==> src/rtl/mem_map_pkg.sv <==
// Shared CPU memory map and the switch debounce FSM state type.
package mem_map_pkg;

    localparam logic [15:0] INSTRUCTION_MEM   = 16'h0000;
    localparam logic [15:0] INTERRUPT_CONTROL = 16'h8000;
    localparam logic [15:0] DATA_STACK        = 16'hB000;
    localparam logic [15:0] IO_MEM            = 16'hC000;
    localparam logic [15:0] SWITCHES_LOC      = 16'hCFFD;
    localparam logic [15:0] LEDS_LOC          = 16'hCFFE;
    localparam logic [15:0] SW_STATUS_LOC     = 16'hCFFF;
    localparam logic [15:0] SW_MASK_LOC       = 16'hD000;

    typedef enum logic {
        DbIdle,
        DbCount
    } db_state_e;

endpackage

==> src/rtl/switch_debounce.sv <==
// Two-flop synchronizer plus a debounce FSM shared across all switch bits.
module switch_debounce
    import mem_map_pkg::*;
#(
    parameter int unsigned SW_WIDTH        = 8,
    parameter int unsigned DEBOUNCE_CYCLES = 50000
) (
    input  logic                clk,
    input  logic                reset,
    input  logic [SW_WIDTH-1:0] switches,
    output logic [SW_WIDTH-1:0] stable,
    output logic                update,
    output logic [SW_WIDTH-1:0] delta
);

    localparam int unsigned     CNT_W   = $clog2(DEBOUNCE_CYCLES);
    localparam logic [CNT_W-1:0] CNT_MAX = CNT_W'(DEBOUNCE_CYCLES - 1);

    db_state_e           state;
    logic [SW_WIDTH-1:0] meta;
    logic [SW_WIDTH-1:0] sync;
    logic [SW_WIDTH-1:0] cand;
    logic [CNT_W-1:0]    cnt;

    always_ff @(posedge clk) begin
        if (!reset) begin
            state  <= DbIdle;
            meta   <= '0;
            sync   <= '0;
            stable <= '0;
            cand   <= '0;
            cnt    <= '0;
        end else begin
            meta <= switches;
            sync <= meta;
            unique case (state)
                DbIdle: begin
                    if (sync != stable) begin
                        cand  <= sync;
                        cnt   <= '0;
                        state <= DbCount;
                    end
                end
                DbCount: begin
                    if (sync == stable) begin
                        state <= DbIdle;
                    end else if (sync != cand) begin
                        cand <= sync;
                        cnt  <= '0;
                    end else if (cnt == CNT_MAX) begin
                        stable <= cand;
                        state  <= DbIdle;
                    end else begin
                        cnt <= cnt + 1'b1;
                    end
                end
                default: state <= DbIdle;
            endcase
        end
    end

    // Strobe is high on the very edge that loads stable, so pending can update alongside it.
    assign update = (state == DbCount) && (sync != stable) && (sync == cand) && (cnt == CNT_MAX);
    assign delta  = stable ^ cand;

endmodule

==> src/rtl/switch_input_port.sv <==
// Memory-mapped switch input port: debounced value, W1C change flags, optional masked IRQ.
// Define SW_IRQ_EN to build the mask register and the interrupt output.
module switch_input_port
    import mem_map_pkg::*;
#(
    parameter int unsigned SW_WIDTH        = 8,
    parameter int unsigned DEBOUNCE_CYCLES = 50000,
    parameter logic [15:0] SWITCHES_ADDR   = SWITCHES_LOC,
    parameter logic [15:0] STATUS_ADDR     = SW_STATUS_LOC,
    parameter logic [15:0] MASK_ADDR       = SW_MASK_LOC
) (
    input  logic                clk,
    input  logic                reset,
    input  logic [SW_WIDTH-1:0] switches,
    input  logic [15:0]         address,
    input  logic                wren,
    input  logic [15:0]         data_in,
    output logic [15:0]         rd_data,
    output logic                rd_hit,
    output logic                irq
);

    logic [SW_WIDTH-1:0] stable;
    logic [SW_WIDTH-1:0] delta;
    logic                update;
    logic [SW_WIDTH-1:0] pending;
    logic [SW_WIDTH-1:0] w1c;
    logic [SW_WIDTH-1:0] set_bits;
    logic [15:0]         rd_value;
    logic                rd_match;
    logic                unused_data;

    switch_debounce #(
        .SW_WIDTH       (SW_WIDTH),
        .DEBOUNCE_CYCLES(DEBOUNCE_CYCLES)
    ) u_debounce (
        .clk     (clk),
        .reset   (reset),
        .switches(switches),
        .stable  (stable),
        .update  (update),
        .delta   (delta)
    );

`ifdef SW_IRQ_EN
    logic [SW_WIDTH-1:0] mask;

    always_ff @(posedge clk) begin
        if (!reset) begin
            mask <= '0;
            irq  <= 1'b0;
        end else begin
            if (wren && address == MASK_ADDR) begin
                mask <= data_in[SW_WIDTH-1:0];
            end
            irq <= |(pending & mask);
        end
    end
`else
    logic unused_mask_addr;

    assign unused_mask_addr = (address == MASK_ADDR);
    assign irq              = 1'b0;
`endif

    always_comb begin
        rd_match = 1'b1;
        rd_value = '0;
        if (address == SWITCHES_ADDR) begin
            rd_value = 16'(stable);
        end else if (address == STATUS_ADDR) begin
            rd_value = 16'(pending);
`ifdef SW_IRQ_EN
        end else if (address == MASK_ADDR) begin
            rd_value = 16'(mask);
`endif
        end else begin
            rd_match = 1'b0;
        end
    end

    assign w1c         = (wren && address == STATUS_ADDR) ? data_in[SW_WIDTH-1:0] : '0;
    assign set_bits    = update ? delta : '0;
    assign unused_data = ^data_in;

    always_ff @(posedge clk) begin
        if (!reset) begin
            pending <= '0;
            rd_hit  <= 1'b0;
            rd_data <= '0;
        end else begin
            // A debounce set beats a simultaneous clear of the same bit.
            pending <= (pending & ~w1c) | set_bits;
            rd_hit  <= !wren && rd_match;
            rd_data <= (!wren && rd_match) ? rd_value : 16'h0000;
        end
    end

endmodule

==> config.mk <==
export PLATFORM = sky130hd
export DESIGN_NAME = switch_input_port
export DESIGN_NICKNAME = d
export VERILOG_FILES = /design/src/rtl/mem_map_pkg.sv /design/src/rtl/switch_debounce.sv /design/src/rtl/switch_input_port.sv
export SDC_FILE = /design/constraint.sdc
export NUM_CORES = 1
export LEC_CHECK = 0
export BUFFER_PORTS_ARGS = -buffer_cell sky130_fd_sc_hd__buf_2
export CELL_PAD_IN_SITES_DETAIL_PLACEMENT = 2
export CELL_PAD_IN_SITES_GLOBAL_PLACEMENT = 2
export CORE_MARGIN = 2
export CORE_UTILIZATION = 34
export CTS_BUF_LIST = sky130_fd_sc_hd__clkbuf_8
export DETAILED_ROUTE_END_ITERATION = 10
export PLACE_DENSITY = 0.88
export SLEW_MARGIN = 20
export SYNTH_ARGS = -nofsm -noshare
export SYNTH_HDL_FRONTEND = slang
export SYNTH_SLANG_ARGS = --single-unit
==> constraint.sdc <==
create_clock -name clk -period 2.8 [get_ports clk]
set_input_delay 0.42 -clock clk [delete_from_list [all_inputs] [get_ports clk]]
set_output_delay 0.42 -clock clk [all_outputs]
set_load 0.02 [all_outputs]
Yosys cells after proc, flatten, opt, wreduce, memory -nomap -nowiden --
Cells that the tools add are included.
Storage, ports and cells: bits in registers 74, bits in latches 0, memory bits (writable) 0, ROM bits 0, bits of input ports 43, memories kept 0
Cells by class: add/sub/neg operators 1, multiply operators 0, div/mod/pow operators 0, order comparisons 0, equality and inequality tests 11, shifts and indexed selects 0, multiplexer cells 20, bitwise operators 9, reductions and logical operators 11
Operators by type and width (number):
- 16-bit two-way mux | 4
- 8-bit two-way mux | 7
- 16-bit equality test, second input constant | 3
- 16-bit one-hot mux with 2 select lines | 1
- 16-bit by 1-bit adder with 16-bit output, second input constant | 1
- 8-bit equality test | 2
- 8-bit != test | 2
- 8-bit one-hot mux with 2 select lines | 1
- 8-bit AND | 1
- 8-bit inverter | 1
- 8-bit bitwise OR | 1
- 8-bit bitwise XOR | 1
- 1-bit two-way mux | 6
- 3-bit AND reduction | 2
- 1-bit logical AND | 5
- 1-bit inverter | 5
- 2-bit != test, second input constant | 2
- 4-bit AND reduction | 1
- 3-bit != test, second input constant | 1
- 3-bit OR reduction | 1
- 2-bit by 1-bit != test with 1-bit output, second input constant | 1
- 1-bit one-hot mux with 2 select lines | 1
- 2-bit AND reduction | 1
- 1-bit zero test | 1

Longest topological paths before layout --
Gate-level depths: netlist of run 1.
depth in word-level cells 6, mapped depth 8

Modules after synthesis --
A second synthesis of run 1 with hierarchy kept.
Unflattened totals: cells, all modules 329, area total of the unflattened synthesis 2992.9 µm²
Modules (own cells, without submodules):
- switch_debounce | times used 1, cells each 248, area an instance 2248.4 µm², sequential area each 980.9 µm²
- switch_input_port | times used 1, cells each 81, area an instance 744.5 µm², sequential area each 340.3 µm²

Least setup slack after synthesis of run 1 --
No wires, ideal clock.
path type register -> register, start point register u_debounce.cand[5], end point register pending[5], library setup time 0.084 ns, data arrival time 2.044 ns, required time 2.716 ns, slack 0.672 ns, stages on the path, launching flop included 9, buffers on the path 3, clock period less this slack 2.128 ns, path through dfxtp_1 xnor2_1 nand4_2 or3_1 buf_6 or3_4 buf_6 buf_12 o31ai_2
On the way: longest elaborated chain between the ends 5, elaborated cells on any way between the ends 6, classes of those cells eq/ne (1); mux (1); bitwise (2); reduce/logical (2)
Ends and longest elaborated chain:
- start: declaration | RTL line switch_debounce.sv:22 | logic [SW_WIDTH-1:0] cand;
- start signal: assignment | RTL line switch_debounce.sv:39 | cand <= sync;
- start signal: assignment | RTL line switch_debounce.sv:48 | cand <= sync;
- 8-bit equality test | RTL line switch_debounce.sv:63 | assign update = (state == DbCount) && (sync != stable) && (sync == cand) && (cnt == CNT_MAX);
- 1-bit logical AND (2 in a row) | RTL line switch_debounce.sv:63
- 8-bit two-way mux * | RTL line switch_input_port.sv:83 | assign set_bits = update ? delta : '0;
- 8-bit bitwise OR * | RTL line switch_input_port.sv:93 | pending <= (pending & ~w1c) | set_bits;
- end signal: assignment | RTL line switch_input_port.sv:93
- end: declaration | RTL line switch_input_port.sv:26 | logic [SW_WIDTH-1:0] pending;
Mark *: on every way between the ends. The rest lies on a longest branch, timed or not. A chain may end at the register's enable or synchronous reset.

Worst setup path after layout of run 1 --
start point register u_debounce.sync[5], end point register u_debounce.cnt[3]
On the way: longest elaborated chain between the ends 4, elaborated cells on any way between the ends 10, classes of those cells eq/ne (6); mux (3); reduce/logical (1)
Ends and longest elaborated chain:
- start: declaration | RTL line switch_debounce.sv:21 | logic [SW_WIDTH-1:0] sync;
- start signal: assignment | RTL line switch_debounce.sv:35 | sync <= meta;
- 8-bit != test | RTL line switch_debounce.sv:47 | end else if (sync != cand) begin
- 16-bit two-way mux | RTL line switch_debounce.sv:47
- 16-bit two-way mux | RTL line switch_debounce.sv:45 | if (sync == stable) begin
- 16-bit one-hot mux with 2 select lines | RTL line switch_debounce.sv:36 | unique case (state)
- end signal: assignment | RTL line switch_debounce.sv:54 | cnt <= cnt + 1'b1;
- end: declaration | RTL line switch_debounce.sv:23 | logic [CNT_W-1:0] cnt;
Parallel ways exist; a longest one is shown, timed or not. The select of a mux whose other input is x is not followed.

==> results of run 1 <==
==> power by group through the flow <==
stage          clock network (mW)  logic [mW]  registers, mW
5_1_grt                     0.960       0.191          0.976
4_1_cts                     0.913       0.175          0.973
3_5_place_dp                    0       0.172          0.995
3_3_place_gp                    0       0.165          0.993
6_report                    0.892       0.174          0.973
2_1_floorplan                   0       0.123          0.989
==> state kept, by name, indices dropped and copies added, names as in the netlist <==
signal	flops
u_debounce.meta	8
u_debounce.cand	8
u_debounce.stable	8
u_debounce.sync	8
rd_hit	1
rd_data	8
u_debounce.state	1
pending	8
u_debounce.cnt	16
==> per-stage QoR <==
step | setup slack (ps) | util, % | instances | instance area, sq um | power, mW
2_1_floorplan | 672 | - | 330 | 3020 | 1.11
3_3_place_gp | 484 | 37.4 | 460 | 3230 | 1.16
3_5_place_dp | 404 | 37.4 | 460 | 3230 | 1.17
4_1_cts | 328 | 39.9 | 475 | 3440 | 2.06
5_1_grt | 229 | 39.9 | 475 | 3440 | 2.13
6_report | 297 | 39.9 | 475 | 3440 | 2.04
==> routing by layer <==
| layer | track usage (%) | share of wire [%] |
|---|---|---|
| met5 | 0 | 0 |
| met3 | 4.60 | 3.9 |
| met4 | 4.59 | 0.89 |
| met2 | 32.9 | 52 |
| met1 | 21.9 | 43 |
==> critical path, cell delays in order, from the launching register on <==
cell     delay, ps
dfxtp_1        450
xnor2_1        170
nand4_2        290
or3_1          610
or4_2          720
a21oi_1        190
==> placed cells by master, fill, tap and decap left out, types with 8 or more instances in the layout <==
cell	n
dfxtp_1	66
buf_2	43
xnor2_1	25
nand2_1	19
nor2_1	18
o21ai_0	18
a21oi_1	17
and2_1	16
mux2i_1	16
inv_1	13
nand4_1	12
nor4_1	10
nand3_1	10
conb_1	9
clkbuf_8	9
a211o_1	8
==> layout make-up <==
cell class                      count  area share (%)
Clock buffer                        9            3.60
Clock inverter                      6            2.69
Inverter                           13            1.42
Multi-Input combinational cell    225            42.7
Sequential cell                    66            38.4
Tap cell                          108            3.92
Timing Repair Buffer               48            7.34
==> worst paths after layout <==
kind,from,to,cells past startpoint
setup / recovery,u_debounce.sync[5],u_debounce.cnt[3],5
hold / removal,switches[4],u_debounce.meta[4],2
setup reg to reg,u_debounce.sync[5],u_debounce.cnt[3],5
hold reg to reg,u_debounce.meta[1],u_debounce.sync[1],1
==> logic make-up after synthesis <==
group                    Yosys count  synth area share [%]
other                              1                 0.126
XOR/XNOR                          31                  9.09
adder cells (fa/ha/maj)            1                 0.419
AO/OA/AOI/OAI                     57                  12.2
buffers and inverters             39                  7.54
AND/OR/NAND/NOR                  111                  21.0
multiplexers                      16                  5.36
flip-flops                        66                  44.3
==> impl_metrics.tcl, run 1 <==
set metrics [dict create \
    wl_per_cell_um 17.4 \
    holdWs_ps 279 \
    synth_most_common_cell "dfxtp_1" \
    finalCritPeriodShare_pct 89.4 \
    cts_hold_buf 0 \
    antenna_found_initial 0 \
    syn_area_sq_mm 0.00299 \
    ant_nets 0 \
    grt_pass1_vias 2807 \
    cap_violations 0 \
    io_pins 61 \
    dieHeight_um 97.7 \
    peakVddDrop_mv 0.198 \
    fin_crit_ps 2500 \
    grtUsageTotal_pct 18.3 \
    cp.required_ps 3070 \
    worst_slew_pin_slew_ps 761 \
    h-tree-depth 3 \
    crit_type "reg -> reg" \
    ys.flop_type "dfxtp_1" \
    gp_congestion 0.804 \
    ys_top_cells_by_count "dfxtp_1 (66), xnor2_1 (25), nand2_1 (19)" \
    io_buffers 43 \
    fmax_ghz 0.399 \
    max_slew_margin_pct 48.9 \
    hold_path_class "in -> reg" \
    cts_tree "yes" \
    start_util_pct 34.6 \
    drc 0 \
    clock-sinks 66 \
    yosysSeqAreaShare_pct 44.3 \
    fillCellCount 981 \
    cp-end-kind "flip-flop" \
    rows 34 \
    critical_path_peak_fanout 9 \
    seqPwrFrac_pct 47.7 \
    clk-insertion-delay-late_ps 350 \
    hold_violations 0 \
    grt_max_degree 35 \
    multiInputGateArea_sq_mm 0.00147 \
    setup_viol 0 \
    vias 2525 \
    first_iter_violations 83 \
    synth_area_leaders "dfxtp_1 (44%), xnor2_1 (7.3%), mux2i_1 (5.4%), and2_1 (3.4%), o21ai_0 (3.0%)" \
    rsz0062_at_grt "no" \
    die_w_um 97.7 \
    drive_gt1_share_pct 20.2 \
    cellInternalPower_mw 1.51 \
    ys_warn_count 0 \
    synth.distinct_cells 43 \
    core_sq_mm 0.00864 \
    swShare_pct 25.8 \
    antenna_cells 0 \
    cp-start-kind "flip-flop" \
    setup_tns_ps 0 \
    cts_resized 0 \
    drt-total-wl_mm 8.28 \
    cts_buffer_depth 2 \
    cts_root_buf "clkbuf_8" \
    clkSlewWorstSetupHoldPaths_ps 80 \
    nNetsFinal 407 \
    dp_hpwl_mm 5.77 \
    pwr-share-comb_pct 8.5 \
    clockPowerShare_pct 43.7 \
    register_area_sq_mm 0.00132 \
    numCtsBuffers 9 \
    leakagePower_nw 1.28 \
    dr.pass1.iters 4 \
    yosys_register_bits 66 \
    syn_avg_cell_area_sq_um 9.27 \
    skew_ps 16.0 \
    dieArea_sq_mm 0.00955 \
    run_status "finished, final reports clean" \
    p_sw_mw 0.525 \
    synth_top_area_cell "dfxtp_1" \
    grt_pass1_wl_mm 14.0 \
    post_cts_buffers 0 \
    area_growth_pct 15.3 \
    cellPowerDensity_mw_per_mm2 592 \
    slew_viol_final 0 \
    synth_cells 322 \
    viasPerCell 5.32 \
    ff2ff_setup_slack_ps 300 \
    synth-edff-count 0 \
    overflow 0 \
    worst_ep_arrival_time_ps 2770 \
    synthArstFlopShare_pct 0 \
    synth_top_area_share_pct 44.3 \
]
No activity file was read; power rests on OpenSTA's default activity.
==> run 2: changes to the inputs <==
RECOVER_POWER = 50   (was unset)
clock period = 2.5 ns   (was 2.8 ns; I/O delays follow)
==> impl_metrics.tcl, run 2 (synthesis results as in run 1) <==
set metrics [dict create \
    area_growth_pct 17.1 \
    final_core_util_pct 40.5 \
    cts_tree "yes" \
    cellPowerDensity_mw_per_mm2 700 \
    dieArea_sq_mm 0.00955 \
    clockPowerShare_pct 46.7 \
    place_ws_ps 186 \
    io_pins 61 \
    ant_nets 0 \
    dp_cells 464 \
    seqPwrFrac_pct 44.6 \
    numCtsBuffers 9 \
    viasPerCell 5.27 \
    layout_common_cells "dfxtp_1 (66), buf_2 (33), xnor2_1 (25)" \
    fmax_ghz 0.424 \
    pwr-share-comb_pct 8.7 \
    cp-end-kind "flip-flop" \
    fin_crit_ps 2360 \
    dieHeight_um 97.7 \
    final_cell_area_sq_mm 0.00350 \
    rr_endpoint "u_debounce.cnt[1]" \
    overflow 0 \
    die_w_um 97.7 \
    rsz0062_at_grt "no" \
    cts_buffer_depth 2 \
    crit_type "reg -> reg" \
    core_sq_mm 0.00864 \
    cp.required_ps 2760 \
    peakVddDrop_mv 0.281 \
    skew_ps 6.33 \
    post_cts_buffers 0 \
    startpoint "u_debounce.cnt[0]" \
    rows 34 \
    dr.pass1.iters 4 \
    io_buffers 43 \
    cp-start-kind "flip-flop" \
    drt-total-wl_mm 9.00 \
    antenna_cells 0 \
    max_slew_margin_pct 9.23 \
    worst_ep_arrival_time_ps 2620 \
    reg2regPathDepth 6 \
    holdWs_ps 226 \
    cts_hold_buf 0 \
    grt_pass1_wl_mm 14.9 \
    setup_tns_ps 0 \
    drc 0 \
    hold_path_class "in -> reg" \
    setup_slack_ps 143 \
    critical_path_peak_fanout 7 \
    largest-register "u_debounce.cnt" \
    setup_viol 0 \
    power.total_mw 2.45 \
    slew_viol_final 0 \
    worst_slew_pin_slew_ps 1360 \
    wl_per_cell_um 18.8 \
    h-tree-depth 3 \
    vias 2530 \
    largest_reg_flops 16 \
    crit_end "u_debounce.cnt[1]" \
    nNetsFinal 411 \
    leakagePower_nw 1.25 \
    grt_pass1_vias 2824 \
    start_util_pct 34.6 \
    cellInternalPower_mw 1.84 \
    run_status "finished, final reports clean" \
    clkSlewWorstSetupHoldPaths_ps 80 \
    swShare_pct 24.9 \
    cap_violations 0 \
    drive_gt1_share_pct 18.3 \
    ff2ff_setup_slack_ps 140 \
    antenna_found_initial 0 \
    gp_congestion 0.782 \
    p_sw_mw 0.609 \
    first_iter_violations 53 \
    place_area_sq_mm 0.00326 \
    grtUsageTotal_pct 20.0 \
    grt_max_degree 35 \
    layout_commonest_cell "dfxtp_1" \
    worstReg2RegStart "u_debounce.cnt[0]" \
    dp_hpwl_mm 6.11 \
    finalCritPeriodShare_pct 94.3 \
    clock-sinks 66 \
    fin_cells 480 \
    hold_violations 0 \
    cts_root_buf "clkbuf_8" \
    clk-insertion-delay-late_ps 350 \
]
-- run 2: area by class of cell --
cell class,count,area (sq um)
Fill cell,976,5140
Multi-Input combinational cell,225,1480
Sequential cell,66,1320
Timing Repair Buffer,52,263
Clock buffer,10,138
Tap cell,108,135
Clock inverter,6,114
Inverter,13,48.8
-- run 2: what timing repair did --
action,CTS,global route
pin swaps,0,0
endpoints found under the setup margin,1,1
gates resized for setup,1,1
-- run 2: per-layer routing --
layer	share of wire [%]	vias to the layer above	GRT usage (%)	wire [um]
met5	0	-	0	0
met4	2.6	0	9.83	238
met3	4.2	19	4.10	375
met2	51	72	35.4	4600
met1	42	1229	22.8	3790
li1	-	1210	-	-
-- run 2: power by group through the flow --
| stage | clock network (mW) | registers [mW] | logic, mW |
|---|---|---|---|
| after floorplan | 0 | 1.11 | 0.137 |
| after global placement | 0 | 1.11 | 0.197 |
| after detailed placement | 0 | 1.11 | 0.208 |
| after CTS | 1.17 | 1.09 | 0.215 |
| after global routing | 1.23 | 1.09 | 0.233 |
| final | 1.14 | 1.09 | 0.212 |
-- run 2: worst min-delay path by stage --
| stage | start | to | cells past startpoint |
|---|---|---|---|
| after floorplan | u_debounce.meta[0] | u_debounce.sync[0] | 1 |
| after global placement | u_debounce.meta[7] | u_debounce.sync[7] | 1 |
| after detailed placement | u_debounce.meta[3] | u_debounce.sync[3] | 1 |
| after CTS | switches[2] | u_debounce.meta[2] | 2 |
| after global routing | switches[0] | u_debounce.meta[0] | 2 |
| final | switches[2] | u_debounce.meta[2] | 2 |
-- run 2: worst max-delay path, stage by stage (launching register included) --
cell,delay (ps)
dfxtp_1,410
ha_1,280
and4b_2,280
nand4_1,330
nor4_2,560
o21ai_0,170
a21oi_1,220
==> run 3: changes to the inputs <==
SYNTH_HIERARCHICAL = 1   (was unset)
==> impl_metrics.tcl, run 3 <==
set metrics [dict create \
    drt-total-wl_mm 8.54 \
    drive_gt1_share_pct 17.7 \
    antenna_found_initial 0 \
    grt_pass1_wl_mm 14.0 \
    grt_max_degree 32 \
    yosysSeqAreaShare_pct 44.1 \
    dp_cells 470 \
    fmax_ghz 0.437 \
    rows 34 \
    rsz0062_at_grt "no" \
    overflow 0 \
    start_util_pct 34.7 \
    fin_cells 486 \
    clock-sinks 66 \
    antenna_cells 0 \
    cts_tree "yes" \
    max_slew_margin_pct 49.4 \
    dieArea_sq_mm 0.00957 \
    cts_root_buf "clkbuf_8" \
    fin_crit_ps 2290 \
    cts_resized 0 \
    fillCellCount 998 \
    ant_nets 0 \
    syn_area_sq_mm 0.00299 \
    critical-path-top-delay-family "simple AND/OR/NAND/NOR gates" \
    clk-insertion-delay-late_ps 350 \
    synth_area_leaders "dfxtp_1 (44%), a21oi_1 (6.7%), o21ai_0 (5.0%), xor2_1 (4.7%), and2_1 (4.0%)" \
    leakagePower_nw 1.26 \
    hold_path_class "in -> reg" \
    skew_ps 8.72 \
    slowest_stage "or3_1" \
    ys.flop_type "dfxtp_1" \
    cellPowerDensity_mw_per_mm2 642 \
    setup_viol 0 \
    slew_viol_final 0 \
    first_iter_violations 145 \
    h-tree-depth 3 \
    synth_top_area_share_pct 44.1 \
    synth_cells 329 \
    worst_slew_pin_slew_ps 759 \
    cp_num_buf_inv 0 \
    dp_hpwl_mm 6.08 \
    gp_congestion 0.754 \
    holdWs_ps 221 \
    cap_violations 0 \
    cp-end-kind "flip-flop" \
    synth_most_common_cell "dfxtp_1" \
    cp.required_ps 2780 \
    dieHeight_um 97.8 \
    hold_violations 0 \
    synth.distinct_cells 39 \
    area_growth_pct 16.2 \
    run_status "finished, final reports clean" \
    vias 2636 \
    drc 0 \
    post_cts_buffers 0 \
    crit_type "reg -> reg" \
    largest_reg_flops 16 \
    cp-start-kind "flip-flop" \
    io_pins 61 \
    ys_warn_count 6 \
    syn_avg_cell_area_sq_um 9.10 \
    grt_pass1_vias 2741 \
    io_buffers 43 \
    peakVddDrop_mv 0.381 \
    synth-edff-count 0 \
    wl_per_cell_um 17.6 \
    dr.pass1.iters 4 \
    nNetsFinal 417 \
    synthArstFlopShare_pct 0 \
    setup_tns_ps 0 \
    die_w_um 97.8 \
    path_cells "xnor2_1, nand2_1, or3_1, or4b_1, a21oi_1" \
    cts_hold_buf 0 \
    layout_commonest_cell "dfxtp_1" \
    critical-path-max-stage-delay_ps 620 \
    finalCritPeriodShare_pct 91.6 \
    critical_path_peak_fanout 10 \
    layout_common_cells "dfxtp_1 (66), a21oi_1 (40), buf_2 (33)" \
    viasPerCell 5.42 \
    grtUsageTotal_pct 18.3 \
    worst_ep_arrival_time_ps 2570 \
    core_sq_mm 0.00864 \
    ys_top_cells_by_count "dfxtp_1 (66), a21oi_1 (40), o21ai_0 (30)" \
    synth_top_area_cell "dfxtp_1" \
    numCtsBuffers 9 \
    cts_buffer_depth 2 \
    clkSlewWorstSetupHoldPaths_ps 80 \
    yosys_register_bits 66 \
    largest-register "u_debounce/cnt" \
]
run 3: report_power, final:
part           internal [mW]  switching [mW]
clock network          0.469           0.460
registers               1.07          0.0204
logic                 0.0747           0.137
run 3: cells by family after synthesis:
logic type | Yosys count | share of synthesized area [%]
fa+ha+maj | 1 | 0.418
buf+inv | 31 | 5.43
other cells | 1 | 0.125
compound gates | 89 | 16.8
xor+xnor | 24 | 8.03
simple gates | 117 | 25.0
flops | 66 | 44.1
run 3: area by class of cell:
type	instances	area (sq um)	area share, %
Sequential cell	66	1320	38.0
Clock buffer	9	124	3.56
Inverter	4	15.0	0.432
Timing Repair Buffer	52	279	8.02
Clock inverter	7	77.6	2.23
Tap cell	108	135	3.89
Multi-Input combinational cell	240	1530	43.9
run 3: final timing paths:
kind | startpoint | endpoint | slack [ps] | depth (start not counted)
worst max-delay path | u_debounce/cand[6] | u_debounce/cnt[1] | 210 | 5
worst min-delay path | switches[7] | u_debounce/meta[7] | 220 | 2
worst max register to register | u_debounce/cand[6] | u_debounce/cnt[1] | 210 | 5
worst min register to register | u_debounce/meta[0] | u_debounce/sync[0] | 440 | 1
run 3: metrics by stage:
stage | total power [mW] | util [%] | setup slack [ps] | instance area [sq um]
after global routing | 2.34 | 40.3 | 72.4 | 3480
final | 2.23 | 40.3 | 210 | 3480
after CTS | 2.27 | 40.6 | 186 | 3510
after detailed placement | 1.33 | 38.3 | 280 | 3310
after floorplan | 1.26 | - | 466 | 3020
after global placement | 1.32 | 38.3 | 363 | 3310
run 3: layer usage:
metal	track usage, %	wire length (um)	part of all wire [%]	vias to the layer above
met5	0	0	0	-
met4	7.48	99	1.2	0
met3	3.15	219	2.6	10
met2	30.5	4290	50	44
met1	23.6	3930	46	1299
li1	-	-	-	1283
